===== src/rtl/uart_rx_pkg.sv =====
// Shared UART definitions: receiver/transmitter FSM state encoding and the
// even-parity helper used when a parity bit is on the line.
package uart_rx_pkg;

    typedef enum logic [2:0] {
        IDLE   = 3'd0,
        START  = 3'd1,
        DATA   = 3'd2,
        PARITY = 3'd3,
        STOP   = 3'd4
    } uart_state_e;

    function automatic logic even_parity(input logic [7:0] data);
        return ^data;
    endfunction

endpackage


===== src/rtl/uart_rx_sync.sv =====
// Two-flop synchronizer for the asynchronous serial line; resets to the idle
// (high) level so a reset never looks like a start bit.
module uart_sync (
    input  logic clk,
    input  logic rstn,
    input  logic i_async,
    output logic o_sync
);

    logic [1:0] r_sync;

    always_ff @(posedge clk or negedge rstn) begin
        if (!rstn) begin
            r_sync <= 2'b11;
        end else begin
            r_sync <= {r_sync[0], i_async};
        end
    end

    assign o_sync = r_sync[1];

endmodule


===== src/rtl/uart_rx.sv =====
// UART receiver: oversampled start detection, mid-bit sampling of data,
// optional even parity and stop bit, byte delivered with a one-clock valid.
module uart_rx
    import uart_rx_pkg::*;
#(
    parameter bit PARITY_EN = 1'b0,
    parameter int OS_RATE   = 16
) (
    input  logic       clk,
    input  logic       rstn,
    input  logic       os_stb,
    input  logic       rxd,
    output logic [7:0] dout,
    output logic       dout_vld,
    output logic       frame_err,
    output logic       parity_err
);

    localparam int            CW       = $clog2(OS_RATE);
    localparam logic [CW-1:0] MID_CNT  = CW'(OS_RATE / 2 - 1);
    localparam logic [CW-1:0] LAST_CNT = CW'(OS_RATE - 1);

    logic w_rxs;

    uart_state_e   r_state,   w_state_nxt;
    logic [CW-1:0] r_os_cnt,  w_os_cnt_nxt;
    logic [2:0]    r_bit_cnt, w_bit_cnt_nxt;
    logic [7:0]    r_shreg,   w_shreg_nxt;
    logic          r_par_bad, w_par_bad_nxt;
    logic          r_armed,   w_armed_nxt;
    logic          w_stop_hit;

    logic          r_stop_hit;
    logic          r_stop_bit;
    logic [7:0]    r_dout;
    logic          r_dout_vld;
    logic          r_frame_err;
    logic          r_parity_err;

    uart_sync u_sync (
        .clk     (clk),
        .rstn    (rstn),
        .i_async (rxd),
        .o_sync  (w_rxs)
    );

    always_ff @(posedge clk or negedge rstn) begin
        if (!rstn) begin
            r_state   <= IDLE;
            r_os_cnt  <= '0;
            r_bit_cnt <= '0;
            r_shreg   <= '0;
            r_par_bad <= 1'b0;
            r_armed   <= 1'b1;
        end else begin
            r_state   <= w_state_nxt;
            r_os_cnt  <= w_os_cnt_nxt;
            r_bit_cnt <= w_bit_cnt_nxt;
            r_shreg   <= w_shreg_nxt;
            r_par_bad <= w_par_bad_nxt;
            r_armed   <= w_armed_nxt;
        end
    end

    always_comb begin
        w_state_nxt   = r_state;
        w_os_cnt_nxt  = r_os_cnt;
        w_bit_cnt_nxt = r_bit_cnt;
        w_shreg_nxt   = r_shreg;
        w_par_bad_nxt = r_par_bad;
        w_armed_nxt   = r_armed;
        w_stop_hit    = 1'b0;

        if (os_stb) begin
            case (r_state)
                IDLE: begin
                    if (w_rxs) begin
                        w_armed_nxt = 1'b1;
                    end else if (r_armed) begin
                        w_state_nxt   = START;
                        w_os_cnt_nxt  = '0;
                        w_par_bad_nxt = 1'b0;
                    end
                end
                START: begin
                    // A start bit that is high again at its midpoint was a glitch
                    if (r_os_cnt == MID_CNT) begin
                        w_os_cnt_nxt = '0;
                        w_state_nxt  = w_rxs ? IDLE : DATA;
                    end else begin
                        w_os_cnt_nxt = r_os_cnt + CW'(1);
                    end
                end
                DATA: begin
                    if (r_os_cnt == LAST_CNT) begin
                        w_shreg_nxt[r_bit_cnt] = w_rxs;
                        w_os_cnt_nxt           = '0;
                        if (r_bit_cnt == 3'd7) begin
                            w_bit_cnt_nxt = '0;
                            w_state_nxt   = PARITY_EN ? PARITY : STOP;
                        end else begin
                            w_bit_cnt_nxt = r_bit_cnt + 3'd1;
                        end
                    end else begin
                        w_os_cnt_nxt = r_os_cnt + CW'(1);
                    end
                end
                PARITY: begin
                    if (r_os_cnt == LAST_CNT) begin
                        w_par_bad_nxt = w_rxs ^ even_parity(r_shreg);
                        w_os_cnt_nxt  = '0;
                        w_state_nxt   = STOP;
                    end else begin
                        w_os_cnt_nxt = r_os_cnt + CW'(1);
                    end
                end
                STOP: begin
                    // Leave mid stop bit; a low stop disarms until the line recovers
                    if (r_os_cnt == LAST_CNT) begin
                        w_stop_hit   = 1'b1;
                        w_armed_nxt  = w_rxs;
                        w_os_cnt_nxt = '0;
                        w_state_nxt  = IDLE;
                    end else begin
                        w_os_cnt_nxt = r_os_cnt + CW'(1);
                    end
                end
                default: begin
                    w_state_nxt   = IDLE;
                    w_os_cnt_nxt  = '0;
                    w_bit_cnt_nxt = '0;
                end
            endcase
        end
    end

    always_ff @(posedge clk or negedge rstn) begin
        if (!rstn) begin
            r_stop_hit   <= 1'b0;
            r_stop_bit   <= 1'b1;
            r_dout       <= '0;
            r_dout_vld   <= 1'b0;
            r_frame_err  <= 1'b0;
            r_parity_err <= 1'b0;
        end else begin
            r_stop_hit <= w_stop_hit;
            if (w_stop_hit) begin
                r_stop_bit <= w_rxs;
            end
            r_dout_vld <= r_stop_hit;
            if (r_stop_hit) begin
                r_dout       <= r_shreg;
                r_frame_err  <= ~r_stop_bit;
                r_parity_err <= PARITY_EN & r_par_bad;
            end
        end
    end

    assign dout       = r_dout;
    assign dout_vld   = r_dout_vld;
    assign frame_err  = r_frame_err;
    assign parity_err = r_parity_err;

endmodule


===== config.mk =====
export PLATFORM = sky130hd
export DESIGN_NAME = uart_rx
export DESIGN_NICKNAME = d
export VERILOG_FILES = /design/src/rtl/uart_rx_pkg.sv /design/src/rtl/uart_rx_sync.sv /design/src/rtl/uart_rx.sv
export SDC_FILE = /design/constraint.sdc
export NUM_CORES = 1
export LEC_CHECK = 0
export CORE_ASPECT_RATIO = 1.4
export CORE_MARGIN = 4
export CORE_UTILIZATION = 30
export DETAILED_ROUTE_END_ITERATION = 16
export GPL_ROUTABILITY_DRIVEN = 0
export PLACE_DENSITY = 0.59
export SLEW_MARGIN = 20
export SYNTH_ARGS = -nofsm -noshare
export SYNTH_HDL_FRONTEND = slang
export SYNTH_SLANG_ARGS = --single-unit

===== constraint.sdc =====
create_clock -name clk -period 1.85 [get_ports clk]
set_input_delay 0.37 -clock clk [delete_from_list [all_inputs] [get_ports clk]]
set_output_delay 0.37 -clock clk [all_outputs]
set_load 0.1 [all_outputs]

==> Word-level counts from Yosys, hierarchy flattened <==
Index checks and enable logic that the tools add are counted.
{ "op_classes": {"n_addsub": 2, "magnitude_cmp": 2, "n_eq_ne": 15, "n_mux": 26, "bitwise_logic": 2, "n_reduce_logical": 10} }
{ "ops": {"columns": ["operator", "count"], "rows": [
  ["3-bit 2-to-1 mux", 9],
  ["4-bit 2-to-1 mux", 4],
  ["3-bit case mux with 5 select lines", 1],
  ["2-bit inequality test, second input constant", 7],
  ["4-bit case mux with 3 select lines", 1],
  ["3-bit AND reduction", 3],
  ["8-bit bitwise mux", 1],
  ["8-bit AND reduction", 1],
  ["3-bit by 2-bit == test with 1-bit output, second input constant", 2],
  ["3-bit == test, second input constant", 2],
  ["1-bit 2-to-1 mux", 6],
  ["3-bit case mux with 2 select lines", 1],
  ["4-bit by 1-bit adder with 4-bit output, second input constant", 1],
  ["4-bit by 3-bit == test with 1-bit output, second input constant", 1],
  ["4-bit == test, second input constant", 1],
  ["3-bit by 4-bit less-than comparator with 1-bit output, second input constant", 1],
  ["4-bit AND reduction", 1],
  ["4-bit OR reduction", 1],
  ["3-bit by 1-bit adder with 3-bit output, second input constant", 1],
  ["1-bit demux with 3-bit select", 1],
  ["3-bit by 1-bit == test with 1-bit output, second input constant", 1],
  ["3-bit by 1-bit greater-or-equal comparator with 1-bit output, second input constant", 1],
  ["3-bit zero test", 1],
  ["3-bit OR reduction", 1],
  ["6 further kinds", 7]
]} }
{ "word_totals": {"register_bits": 33, "input_bits": 4, "output_inout_bits": 11, "wordCells": 68} }

==> Longest topological paths before layout <==
{ "logic_depth": {"word_depth": 5, "depth_mapped": 5} }

==> By module <==
From an unflattened synthesis, not the netlist that was laid out.
{ "unflattened": {"cells_unflattened": 129, "hier_area_um2": 1589.0} }
{ "by_module_without_submodules": {"columns": ["mod", "instances", "cells_each", "area_each_um2", "seq_area_each_um2"], "rows": [
  ["uart_rx", 1, 127, 1536.5, 778.2],
  ["uart_sync", 1, 2, 52.6, 52.6]
]} }

==> Least setup slack after synthesis <==
OpenSTA, ideal clock, no wires.
{ "synth_path": {"path_type": "register to register", "start": "register r_os_cnt[0]", "end": "register r_state[1]", "setup_time_ns": 0.128, "t_arrival_ns": 1.574, "setup_slack_ns": 0.149, "path_stages_with_launch": 6, "n_path_buf": 0, "synth_period_minus_slack_ns": 1.701, "cell_sequence": "dfrtp_1 ha_1 a31o_1 a211oi_2 a211oi_1 mux2_1"} }
{ "synth_between": {"elab_chain_cells": 3, "word_cells_on_any_way": 7, "classes_between": "eq/ne (6); reduce/logical (1)"} }
{ "synth_lines": {"columns": ["element", "line", "source"], "rows": [
  ["from (decl)", "uart_rx.sv:26", "logic [CW-1:0] r_os_cnt, w_os_cnt_nxt;"],
  ["from (signal assigned)", "uart_rx.sv:57", "r_os_cnt <= w_os_cnt_nxt;"],
  ["4-bit == test or 4-bit by 3-bit == test with 1-bit output (tied branches)", null, null],
  ["2-bit inequality test (no source line)", null, null],
  ["8-bit AND reduction (no source line) *", null, null],
  ["to (signal assigned)", "uart_rx.sv:56", "r_state <= w_state_nxt;"],
  ["to (decl)", "uart_rx.sv:25", "uart_state_e r_state, w_state_nxt;"]
]} }
Every way passes the cells marked *; elsewhere a longest branch is shown, timed or not.
A chain may end at the register's enable or synchronous reset.

==> Worst setup path after layout <==
{ "layout_path": {"start": "register r_os_cnt[0]", "end": "register r_shreg[2]"} }
{ "layout_between": {"elab_chain_cells": 2} }
{ "layout_lines": {"columns": ["element", "line", "source"], "rows": [
  ["4-bit == test", "uart_rx.sv:95", "if (r_os_cnt == LAST_CNT) begin"],
  ["3-bit AND reduction (no source line)", null, null],
  ["to (signal assigned)", "uart_rx.sv:59", "r_shreg <= w_shreg_nxt;"],
  ["to (decl)", "uart_rx.sv:28", "logic [7:0] r_shreg, w_shreg_nxt;"]
]} }
No other way between the ends.

==> reports/metrics.cfg <==
[cts]
cts_repair_resize_count=0
ctsLongestPathBuffers=2
cts_setup_buffers=0
tritoncts.num_buffers=5
cts_tree=yes
worstSkewPairLatency_ns=0.28
ctsHtreeMaxLevel=2
clk_pin_slew_ns=0.06
cts_hold_buffers=0
clk_root_buffer_cell=clkbuf_8
cts_sinks=33

[global_route]
grtUsageTotal_pct=9.76
grt.overflow.total=0
grt_pass1_wl_mm=4.69
antenna_violations_before_repair=0
grt_pass1_vias=1027
grt_start_max_net_pins=34

[power_and_ir_drop]
combinationalPowerShare_pct=29.7
clock_power_share_pct=24.7
seq_power_share_pct=45.6
total_power_mw=2.33
swShare_pct=35.3
power_report.internal_total_mw=1.50
worst_ir_drop_vdd_uv=294
total_switching_power_mw=0.822
power_density_mw_per_mm2=1160
static-leakage-power_nw=0.894

[die]
die_w_um=68.8
io_pins=15
placeableCoreArea_mm2=0.00492
die_height_um=93.2
design.die.area_mm2=0.00641
core.rowCount=30
floorplan.initialDensity_pct=31.6

[synth]
post_synth.cell_area_avg_um2=12.6
ys_warn_count=0
post_synth_most_frequent_cells=dfrtp_1 (29), mux2_2 (17), nand2_1 (6), nand3_1 (6), nor3_1 (6)
synth_seq_cells=33
syn-instance-count=123
leading_register_cell_type_out_of_synthesis=dfrtp_1
yosys.cell_count.top_type=dfrtp_1
netlist.top_cell.by_area=dfrtp_1
yosysTopAreaCellShare_pct=46.7
synth-edff-count=0
synth_top_cells_by_area=dfrtp_1 (47%), mux2_2 (12%), dfstp_2 (6.8%), mux2i_1 (2.6%), ha_1 (2.4%)
synthDistinctLibCells=42
synth.net_count=130
synth_sequential_area_ratio_pct=53.5
async_flop_share_pct=100
syn_area_mm2=0.00155

[cells_and_area]
multi_input_area_um2=696
layout.nets=149
sequential_cell_area_um2=833
syn2layout_area_growth_pct=28.5
drive_gt1_share_pct=42.0
ant_cells=0
filler_cell_count=477
post-route-cell-area_mm2=0.00200

[setup_path]
path_max_fanout=6
crit_type=reg2reg
worst_ep_required_time_ns=2.01
timing.critical_path.arrival_ns=1.90
setup.worst_path.start_class=register
setup.reg_to_reg.worst_slack_ns=0.12
critical_path.endpoint_type=register

[placed_design]
cell_area_after_placement_mm2=0.00186
io_buffers=13
place_hpwl_mm=1.99

[detailed_routing]
detailedRoute.firstIterationViolations=40
drtAntennaViolNets=0
drt_wl_total_mm=2.75
drt_pass1_iterations=3
drc=0
routed_wire_length_per_instance_um=13.3
vias=1007
route.detailed.vias_per_inst=4.86

[timing]
setup_viol=0
final.setup_skew_ns=0.00363
max_freq_mhz=577
count_of_final_max_slew_check_failures=0
final.period_utilization_pct=93.8
hold_viol_final=0
finalWorstPathRequiredPeriod_ns=1.73

[worst_hold_path]
hp-class=reg2reg

[run]
cap_violations=0

[outcome]
status=finished clean

## per-layer routing
layer	routed length, µm	up-vias	GRT usage, %
li1	-	481	-
met1	1090	508	11.4
met2	1500	11	15.8
met3	88	7	2.88
met4	65	0	4.88
met5	0	-	0
## state kept, by name (all words and copies together), names as in the netlist
name,cells
r_shreg,8
r_state,3
frame_err,1
r_os_cnt,4
r_armed,1
dout,8
dout_vld,1
r_stop_bit,1
r_bit_cnt,3
u_sync.r_sync,2
r_stop_hit,1
## critical path: stages, from the launching register on
cell,delay [ns]
dfrtp_1,0.39
ha_2,0.23
and4_1,0.25
nand3b_1,0.20
nor3_1,0.20
mux2_2,0.35
## cell type report
type / count / share of cell area (%)
tap: 64 / 4.01
multi-input combinational: 79 / 34.8
timing repair buffer: 18 / 13.4
sequential: 33 / 41.7
clock inverter: 1 / 0.251
inverter: 5 / 0.940
clock buffer: 7 / 4.82
## power by group through the flow
stage          clock network, mW  logic (mW)  registers (mW)
2_1_floorplan                  0       0.509            1.02
3_5_place_dp                   0       0.658            1.05
5_1_grt                    0.636       0.765            1.09
4_1_cts                    0.603       0.660            1.04
3_3_place_gp                   0       0.636            1.04
6_report                   0.574       0.691            1.06
## metrics by stage
stage               setup TNS [ns]  setup WS (ns)  hold slack [ns]  utilization (%)  cells
floorplan                        0          0.149           0.0744                -    123
global placement            -0.421         -0.128            0.347             37.8    199
detailed placement          -0.517         -0.131            0.347             37.8    199
CTS                              0         0.0489            0.357             39.8    207
global route               -0.0377        -0.0227            0.358             40.6    207
finish                           0          0.116            0.357             40.6    207
## logic make-up (layout without fill, tap and decap cells)
family / Yosys count / count (layout) / share of synthesized area, %
DFF: 33 / 33 / 53.5
and+or+nand+nor: 33 / 33 / 12.9
muxes: 24 / 24 / 17.1
AOI/OAI and AO/OA: 17 / 17 / 9.26
buffers and inverters: 11 / 31 / 4.11
adders and majority gates: 3 / 3 / 2.42
other: 1 / 1 / 0.241
xor gates and xnor gates: 1 / 1 / 0.564
## layout by cell type (no fill, tap or decap), drive strengths merged, types with 2 or more instances in the layout
cell / n
nand3b: 2
nor2: 3
nor4b: 2
buf: 15
dfstp: 4
o21ai: 3
dfrtp: 29
a211oi: 2
nand3: 6
clkbuf: 7
mux2: 20
inv: 5
mux2i: 4
nor3: 6
clkdlybuf4s50: 3
nand2: 6
ha: 3
a21oi: 3
## path summary, 6_finish.rpt
kind / start / end / depth (start not counted)
max in group asynchronous: rstn / r_stop_bit / 2
setup / recovery: r_os_cnt[0] / r_shreg[2] / 5
hold reg to reg: u_sync.r_sync[0] / u_sync.r_sync[1] / 0
min in group asynchronous: rstn / r_state[0] / 2
setup reg to reg: r_os_cnt[0] / r_shreg[2] / 5
hold / removal: u_sync.r_sync[0] / u_sync.r_sync[1] / 0
No activity file was read; power rests on OpenSTA's default activity.
